$ cat src/rtl/cpu_pkg.sv
// Shared pipeline constants: datapath width, mux fan-in limit and forwarding select codes.
package cpu_pkg;

  localparam int DATA_W      = 32;
  localparam int MUX_NUM_MAX = 8;

  localparam int SEL_REG   = 0;
  localparam int SEL_EXMEM = 1;
  localparam int SEL_MEMWB = 2;

  // Select width for an n-input mux; a 2-input mux still needs one bit.
  function automatic int sel_width(input int n);
    return (n <= 2) ? 1 : $clog2(n);
  endfunction

endpackage

$ cat src/rtl/pipe_mux_reg_mux_n.sv
// Combinational N-to-1 selector over a packed input bus; out-of-range index yields input 0.
module mux_n
  import cpu_pkg::*;
#(
  parameter int WIDTH = DATA_W,
  parameter int NUM   = 3,
  localparam int SEL_W = sel_width(NUM)
) (
  input  logic [NUM*WIDTH-1:0] data,
  input  logic [SEL_W-1:0]     sel,
  output logic [WIDTH-1:0]     y
);

  always_comb begin
    y = data[0 +: WIDTH];
    for (int k = 1; k < NUM; k++) begin
      if (sel == SEL_W'(k)) y = data[k*WIDTH +: WIDTH];
    end
  end

endmodule

$ cat src/rtl/pipe_mux_reg.sv
// Registered N-input pipeline mux with stall/flush; the saturating illegal-select
// counter err_cnt_o exists only when PIPE_MUX_ERRCNT_EN is defined.
module pipe_mux_reg
  import cpu_pkg::*;
#(
  parameter int WIDTH = DATA_W,
  parameter int NUM   = 3,
  localparam int SEL_W = sel_width(NUM)
) (
  input  logic                 clk_i,
  input  logic                 rst_i,
  input  logic [NUM*WIDTH-1:0] data_i,
  input  logic [SEL_W-1:0]     select_i,
  input  logic                 valid_i,
  input  logic                 stall_i,
  input  logic                 flush_i,
  output logic [WIDTH-1:0]     data_o,
  output logic                 valid_o,
  output logic                 sel_err_o
`ifdef PIPE_MUX_ERRCNT_EN
  ,
  output logic [7:0]           err_cnt_o
`endif
);

  if (NUM < 2 || NUM > MUX_NUM_MAX) begin : g_num_range
    $error("pipe_mux_reg: NUM must be in 2..8");
  end

  localparam logic [SEL_W:0] NUM_C = (SEL_W+1)'(NUM);

  logic [WIDTH-1:0] mux_y;
  logic             sel_illegal;
  logic             load;

  mux_n #(.WIDTH(WIDTH), .NUM(NUM)) u_mux (
    .data (data_i),
    .sel  (select_i),
    .y    (mux_y)
  );

  assign sel_illegal = {1'b0, select_i} >= NUM_C;
  assign load        = !flush_i && !stall_i;

  // Flush only kills the slot; data is left as-is since valid_o gates its use.
  always_ff @(posedge clk_i) begin
    if (rst_i) begin
      data_o    <= '0;
      valid_o   <= 1'b0;
      sel_err_o <= 1'b0;
    end else if (flush_i) begin
      valid_o   <= 1'b0;
      sel_err_o <= 1'b0;
    end else if (!stall_i) begin
      data_o    <= mux_y;
      valid_o   <= valid_i;
      sel_err_o <= sel_illegal;
    end
  end

`ifdef PIPE_MUX_ERRCNT_EN
  always_ff @(posedge clk_i) begin
    if (rst_i) begin
      err_cnt_o <= 8'd0;
    end else if (load && valid_i && sel_illegal && err_cnt_o != 8'hFF) begin
      err_cnt_o <= err_cnt_o + 8'd1;
    end
  end
`endif

endmodule

$ cat config.mk
export PLATFORM = sky130hd
export DESIGN_NAME = pipe_mux_reg
export DESIGN_NICKNAME = d
export VERILOG_FILES = /design/src/rtl/cpu_pkg.sv /design/src/rtl/pipe_mux_reg_mux_n.sv /design/src/rtl/pipe_mux_reg.sv
export SDC_FILE = /design/constraint.sdc
export NUM_CORES = 1
export LEC_CHECK = 0
export ABC_AREA = 1
export CAP_MARGIN = 20
export CORE_MARGIN = 5
export CORE_UTILIZATION = 41
export CTS_CLUSTER_DIAMETER = 80
export CTS_CLUSTER_SIZE = 12
export DETAILED_ROUTE_END_ITERATION = 16
export PLACE_DENSITY_LB_ADDON = 0.3
export SLEW_MARGIN = 20
export SYNTH_ARGS = -nofsm -noshare
export SYNTH_HDL_FRONTEND = slang
export SYNTH_SLANG_ARGS = --single-unit
$ cat constraint.sdc
create_clock -name clk_i -period 1.8 [get_ports clk_i]
set_input_delay 0.27 -clock clk_i [delete_from_list [all_inputs] [get_ports clk_i]]
set_output_delay 0.27 -clock clk_i [all_outputs]
set_load 0.01 [all_outputs]
# Word level (Yosys, flattened, before mapping)
# Cells that the tools add are included.
[totals] inputBits=103 out_inout_bits=34 register_bits=34
[classes] n_bitwise=2 order_cmp=1 muxes=2 n_reduce_logical=2 n_eq_ne=2
[op_table] op="32-bit 2-to-1 mux" n=2
[op_table] op="2-bit by 1-bit == test with 1-bit output (second input constant)" n=1
[op_table] op="2-bit == test (second input constant)" n=1
[op_table] op="2-bit >= comparator (second input constant)" n=1
[op_table] op="1-bit inverter" n=2
[op_table] op="2-bit AND reduction" n=1
[op_table] op="2-bit OR reduction" n=1

# Longest topological paths before layout
# Gate-level depths: netlist of the first run.
[logic_depth] ltp_word=3 ltp_mapped=7

# Cells and area by module
# Synthesis of the first run repeated with hierarchy kept, for this count alone.
[unflattened] cells_unflattened=458 hier_area_um2=2479.9
[modules_own_cells] mod="pipe_mux_reg" cells_per_inst=213 seq_area_each_um2=680.7 n_inst=1 area_per_inst_um2=1407.6
[modules_own_cells] mod="mux_n" cells_per_inst=245 seq_area_each_um2=0.0 n_inst=1 area_per_inst_um2=1072.3

# Least setup slack after synthesis of the first run
# No wires, ideal clock.
[synth_path] path_kind="input port to flip-flop" start="input select_i[1]" end="register data_o[0]" n_path_buf=2 setup_slack_ns=0.808 arrival_ns=0.873 stages=6 required_ns=1.681 setup_ns=0.119 cell_sequence="buf_4 > inv_4 > buf_2 > nand3_1 > nand3_1 > a21oi_1"
[synth_via] elab_chain_len=3 word_cells_on_any_way=4 cone_classes="eq/ne: 2; mux: 2"
[synth_lines] element="start: declaration" line_no="pipe_mux_reg.sv:13" text="input logic [SEL_W-1:0] select_i,"
[synth_lines] element="2-bit by 1-bit == test with 1-bit output" line_no="pipe_mux_reg_mux_n.sv:17" text="if (sel == SEL_W'(k)) y = data[k*WIDTH +: WIDTH];"
[synth_lines] element="32-bit 2-to-1 mux" line_no="pipe_mux_reg_mux_n.sv:17"
[synth_lines] element="32-bit 2-to-1 mux (*)" line_no="pipe_mux_reg_mux_n.sv:17"
[synth_lines] element="end signal: assignment" line_no="pipe_mux_reg.sv:55" text="data_o <= mux_y;"
[synth_lines] element="end: declaration" line_no="pipe_mux_reg.sv:17" text="output logic [WIDTH-1:0] data_o,"
# Mark *: on every way between the ends. The rest lies on a longest branch, timed or not.
# A chain may end at the register's enable or synchronous reset.

# Worst setup path after layout of the first run
[layout_path] start="input select_i[1]" end="register data_o[26]"
# The elaborated chain is that of the path after synthesis.

==> results of run 1 <==
## cell type report
type,count,area share [%]
Multi-Input combinational cell,234,29.05
Clock inverter,1,0.1316
Timing Repair Buffer,147,38.29
Tap cell,72,2.368
Inverter,100,10.00
Sequential cell,34,17.89
Clock buffer,7,2.270
## per-stage QoR
| stage | instance area (um^2) | power [uW] | hold WS, ns | cells | setup WS [ns] |
|---|---|---|---|---|---|
| 2_1_floorplan | 2341 | 1145 | 0.3994 | 397 | 0.8077 |
| 5_1_grt | 3804 | 2239 | 0.5546 | 595 | 0.2303 |
| 3_3_place_gp | 3712 | 1514 | 0.5011 | 587 | 0.08223 |
| 4_1_cts | 3804 | 2128 | 0.5259 | 595 | 0.3089 |
| 3_5_place_dp | 3712 | 1526 | 0.5127 | 587 | 0.02941 |
| 6_report | 3804 | 2108 | 0.5270 | 595 | 0.3161 |
## registers in the layout, summed over array words and instances, names as in the netlist
| signal | flops |
|---|---|
| data_o | 32 |
| valid_o | 1 |
| sel_err_o | 1 |
## worst register-to-register path, stage by stage, from the launching register on
cell	delay, ns
dfxtp_1	0.31
o21ai_0	0.19
a21oi_1	0.06
## layer usage
layer | track usage [%] | vias to the layer above | routed length, um
met5 | 0 | - | 0
li1 | - | 1480 | -
met4 | 7.050 | 0 | 193
met1 | 28.07 | 1236 | 3296
met3 | 6.052 | 18 | 734
met2 | 36.09 | 131 | 3832
## placed cells by master, fill, tap and decap left out
cell,n
buf_12,1
o21ai_1,7
inv_1,98
a21oi_1,33
o21ai_0,27
dfxtp_1,34
inv_4,2
nand2_4,2
nor2_1,4
nand2_1,64
clkbuf_8,6
nand3_1,96
buf_4,10
clkbuf_1,1
clkinv_2,1
clkdlybuf4s50_1,136
nor2_4,1
## cells by family (layout without fill, tap and decap cells)
family,count (synthesis),count (layout)
and+or+nand+nor,167,167
buffers and inverters,129,255
AOI/OAI and AO/OA,67,67
DFF,34,34
## where the power goes
group | switching, uW | internal, uW
registers | 27.4 | 804
logic | 291 | 389
clock network | 288 | 309
total | 607 | 1500
## how the worst min path moves through the flow
| stage | slack [ns] | endpoint | start | depth (start not counted) |
|---|---|---|---|---|
| 4_1_cts | 0.53 | data_o[7] | data_o[7] | 2 |
| 3_3_place_gp | 0.50 | valid_o | valid_o | 2 |
| 5_1_grt | 0.55 | data_o[3] | data_o[3] | 2 |
| 2_1_floorplan | 0.40 | valid_o | valid_i | 2 |
| 3_5_place_dp | 0.51 | data_o[7] | data_o[7] | 2 |
| 6_report | 0.53 | data_o[3] | data_o[3] | 2 |
==> results_dict.tcl, run 1 <==
set metrics [dict create \
    power_leakage_uw 0.001976 \
    synth_cell_types 15 \
    dr_total_vias 2865 \
    die_h_um 85.56 \
    cts_tree "yes" \
    yosys_register_bits 34 \
    crit_cells 5 \
    routabilityCongestion 0.8348 \
    routedWlPerCell_um 13.54 \
    synthCells 397 \
    timing_worst_setup_path_type "in2reg" \
    holdBufCountCts 0 \
    crit_path_max_incr_delay_ns 0.60 \
    clock_latency_ns 0.29 \
    final_util_pct 68.65 \
    syn2layout_area_growth_pct 62.48 \
    synthSimpleGateAreaFrac_pct 32.87 \
    cp_top_family "buffers and inverters" \
    critPathSlowestCell "clkdlybuf4s50_1" \
    vias_per_cell 4.815 \
    r2r_setup_slack_ns 1.13 \
    ant_nets 0 \
    arrival_ns 1.66 \
    setup_viol 0 \
    final_nets 625 \
    synth_top_area_cell "dfxtp_1" \
    cp-start-kind "input pin" \
    hold_viol 0 \
    clk_pin_slew_ns 0.07 \
    timing.rr.end "data_o[15]" \
    port_buffers 136 \
    multi_input_area_mm2 0.001105 \
    r2r-start "data_o[15]" \
    first_pass_iters 4 \
    drive_gt1_share_pct 4.398 \
    cts_buffer_depth 2 \
    grt_antenna_before_repair 0 \
    worst_pin_slew_ns 0.3854 \
    core_mm2 0.005540 \
    io_pins 137 \
    vdd.ir_drop.worst_v 0.0003604 \
    post_cts_buffers 0 \
    die-width_um 85.56 \
    track_usage_pct 22.05 \
    yosys_warnings 0 \
    dieArea_mm2 0.007321 \
    grt_overflow 0 \
    post-route-min-period_ns 1.484 \
    reg2reg_depth 2 \
    crit_buf_inv 2 \
    avgSynthCellArea_um2 5.897 \
    syn_nets 500 \
    n_antenna_cell 0 \
    async_flop_share_pct 0 \
    crit_chain "clkdlybuf4s50_1, buf_4, nand2_4, nand3_1, a21oi_1" \
    regArea_um2 680.7 \
    ys_seq_area_share_pct 29.08 \
    timing.final.crit_share_pct 82.44 \
    synthMuxAreaShare_pct 0 \
    fmax_mhz 673.9 \
    drc 0 \
    grt_pass1_wl_um 13230 \
    synthXorXnorAreaFrac_pct 0 \
    grt_max_degree 65 \
    n_fill_cell 500 \
    synth-edff-count 0 \
    synth_top_family_by_area "simple AND/OR/NAND/NOR gates" \
    wl_um 8056 \
    cts-resized-gates 0 \
    slew_headroom_pct 74.28 \
    synth_fa_ha_area_share_pct 0 \
    ys_top_cells_by_count "inv_1, nand3_1, nand2_1, dfxtp_1, a21oi_1" \
    endpoint_kind "register" \
    cp-startpoint "select_i[1]" \
    first_global_vias 2809 \
    place_hpwl_um 5776 \
    tns_ns 0 \
    cts-root-buf "clkbuf_8" \
    syn_area_mm2 0.002341 \
    synth-compound-area-share_pct 14.32 \
    status "complete, no violations" \
    critPathCapture "data_o[26]" \
    numCtsBuffers 5 \
    synth_ff_type "dfxtp_1" \
    synth_top_area_share_pct 29.08 \
    synth.most_common_cell "inv_1" \
    drv_cap 0 \
    rsz0062_at_grt "false" \
    cp_max_fo 32 \
    first_iter_violations 123 \
    num_rows 27 \
    htree_levels 2 \
    clock_skew_ns 0 \
    start_util_pct 42.25 \
    maxSlewViolCount 0 \
    cts_sinks 34 \
    synthTopCellsByArea "dfxtp_1, nand3_1, inv_1, nand2_1, a21oi_1" \
    hp-class "reg2reg" \
    cp.required_ns 1.98 \
    power_density_mw_per_mm2 554.2 \
]
Note: power is estimated with default switching activity, not from simulation.
==> run 2, diff against run 1 <==
--- a/config.mk
+++ b/config.mk
@@ -8,7 +8,7 @@
 export ABC_AREA = 1
 export CAP_MARGIN = 20
 export CORE_MARGIN = 5
-export CORE_UTILIZATION = 41
+export CORE_UTILIZATION = 38
 export CTS_CLUSTER_DIAMETER = 80
 export CTS_CLUSTER_SIZE = 12
 export DETAILED_ROUTE_END_ITERATION = 16
==> constraint.sdc (replaced) <==
create_clock -name clk_i -period 1.4 [get_ports clk_i]
set_input_delay 0.21 -clock clk_i [delete_from_list [all_inputs] [get_ports clk_i]]
set_output_delay 0.21 -clock clk_i [all_outputs]
set_load 0.01 [all_outputs]
==> run 2 against run 1 <==
- clock-buffer cell count stayed put
- largest power group unchanged
- critical path type is now reg2out
- critical endpoint is now data_o[29]
- combinational power is 39% higher
- via count is 5.0% higher
- sequential power is 29% higher
- worst hold slack worse by 0.011 ns
- largest cell class unchanged
- die area is 7.0% higher
- clock power is 26% higher
==> results_dict.tcl, run 2 (synthesis results as in run 1) <==
set metrics [dict create \
    status "complete, no violations" \
    n_antenna_cell 0 \
    num_rows 28 \
    final_nets 639 \
    timing_worst_setup_path_type "reg2out" \
    dp_cells 604 \
    total_power_uw 2767 \
    setup_viol 0 \
    cts_sinks 34 \
    worst_pin_slew_ns 0.2891 \
    final_cell_mix "clkdlybuf4s50_1, inv_1, nand3_1, nand2_1, dfxtp_1" \
    hold_viol 0 \
    crit_cells 1 \
    cp_top_family "buffers and inverters" \
    critPathSlowestCell "clkdlybuf4s50_1" \
    hp-class "in2reg" \
    power_density_mw_per_mm2 674.3 \
    first_iter_violations 133 \
    cp-startpoint "data_o[29]" \
    dieArea_mm2 0.007830 \
    clock_skew_ns 0 \
    drv_cap 0 \
    rsz0062_at_grt "false" \
    post_cts_buffers 0 \
    top_layer "met4" \
    cts_buffer_depth 2 \
    maxSlewViolCount 0 \
    ant_nets 0 \
    arrival_ns 1.16 \
    drive_gt1_share_pct 6.890 \
    post-route-min-period_ns 1.369 \
    syn2layout_area_growth_pct 75.25 \
    r2r_setup_slack_ns 0.73 \
    drc 0 \
    power_leakage_uw 0.002501 \
    htree_levels 2 \
    grt_overflow 0 \
    routabilityCongestion 0.8600 \
    dr_total_vias 3008 \
    wl_met2_um 4079 \
    core_mm2 0.005956 \
    io_pins 137 \
    grt_pass1_wl_um 13020 \
    route.met3.wl_um 799 \
    timing.rr.end "data_o[1]" \
    cp_max_fo 2 \
    reg_top3 "data_o (32), sel_err_o (1), valid_o (1)" \
    clock_latency_ns 0.27 \
    crit_chain "clkdlybuf4s50_1" \
    cp-start-kind "register" \
    final_util_pct 68.89 \
    fmax_mhz 730.3 \
    grt_antenna_before_repair 0 \
    port_buffers 136 \
    largest_reg_flops 32 \
    instances_no_fill 612 \
    wl_um 8410 \
    start_util_pct 39.31 \
    grt_max_degree 33 \
    crit_buf_inv 1 \
    endpoint_kind "output port" \
    routedWlPerCell_um 13.74 \
    layout_commonest_cell "clkdlybuf4s50_1" \
    track_usage_pct 20.65 \
    first_pass_iters 5 \
    wl_met1_um 3406 \
    vias_per_cell 4.915 \
    first_global_vias 2951 \
    timing.final.crit_share_pct 97.80 \
    slew_headroom_pct 80.67 \
    cts-root-buf "clkbuf_8" \
    largest_register "data_o" \
    fin_hold_ws_ns 0.5158 \
    r2r-start "data_o[1]" \
    vdd.ir_drop.worst_v 0.0004621 \
    crit_path_max_incr_delay_ns 0.55 \
    cts_tree "yes" \
    tns_ns 0 \
    die-width_um 88.49 \
    place_hpwl_um 6358 \
    critPathCapture "data_o[29]" \
    numCtsBuffers 5 \
    reg2reg_depth 2 \
    die_h_um 88.49 \
    cp.required_ns 1.19 \
    clk_pin_slew_ns 0.07 \
]
run 2: changes by cell type in the layout (fill, tap and decap cells not counted):
cell / change
buf_12: +10
buf_4: +4
clkdlybuf4s50_1: -26
dlymetal6s2s_1: +26
run 2: power by group:
part | switching (uW) | total (uW) | internal [uW]
registers | 31.8 | 1070 | 1030
clock network | 357 | 754 | 397
logic | 396 | 947 | 551
total | 785 | 2770 | 1980
run 2: timing repair:
action	4_1_cts	5_1_grt
endpoints found under the setup margin	0	26
hold buffers	0	0
gates resized for setup	0	26
run 2: worst min path at each step:
| stage | startpoint | to | cells past startpoint |
|---|---|---|---|
| floorplan | valid_i | valid_o | 2 |
| global placement | valid_o | valid_o | 2 |
| detailed placement | data_o[4] | data_o[4] | 2 |
| CTS | valid_i | valid_o | 3 |
| global route | data_o[6] | data_o[6] | 2 |
| finish | valid_i | valid_o | 3 |
run 2: cell type report:
| type | instances | area (um^2) |
|---|---|---|
| Clock buffer | 7 | 86.33 |
| Clock inverter | 1 | 5.005 |
| Fill cell | 527 | 1853 |
| Inverter | 100 | 380.4 |
| Multi-Input combinational cell | 234 | 1105 |
| Sequential cell | 34 | 680.7 |
| Tap cell | 75 | 93.84 |
| Timing Repair Buffer | 161 | 1752 |
run 2: stage by stage:
step | setup WS, ns | cell area [um^2]
2_1_floorplan | 0.4677 | 2341
3_3_place_gp | -0.09995 | 3946
3_5_place_dp | -0.1447 | 3946
4_1_cts | 0.002211 | 4038
5_1_grt | 0.001873 | 4103
6_report | 0.03074 | 4103
run 2: routing by layer:
metal	up-vias	GRT usage [%]
met2	132	35.55
met4	0	5.220
met5	-	0
met3	14	4.842
met1	1354	26.02
li1	1508	-
==> run 3, diff against run 2 <==
--- a/config.mk
+++ b/config.mk
@@ -9,11 +9,10 @@
 export CAP_MARGIN = 20
 export CORE_MARGIN = 5
 export CORE_UTILIZATION = 38
-export CTS_CLUSTER_DIAMETER = 80
+export CTS_CLUSTER_DIAMETER = 30
 export CTS_CLUSTER_SIZE = 12
 export DETAILED_ROUTE_END_ITERATION = 16
 export PLACE_DENSITY_LB_ADDON = 0.3
-export SLEW_MARGIN = 20
 export SYNTH_ARGS = -nofsm -noshare
 export SYNTH_HDL_FRONTEND = slang
 export SYNTH_SLANG_ARGS = --single-unit
==> results of run 3 <==
No change in the layout: final DEF, timing and power equal those of run 2.
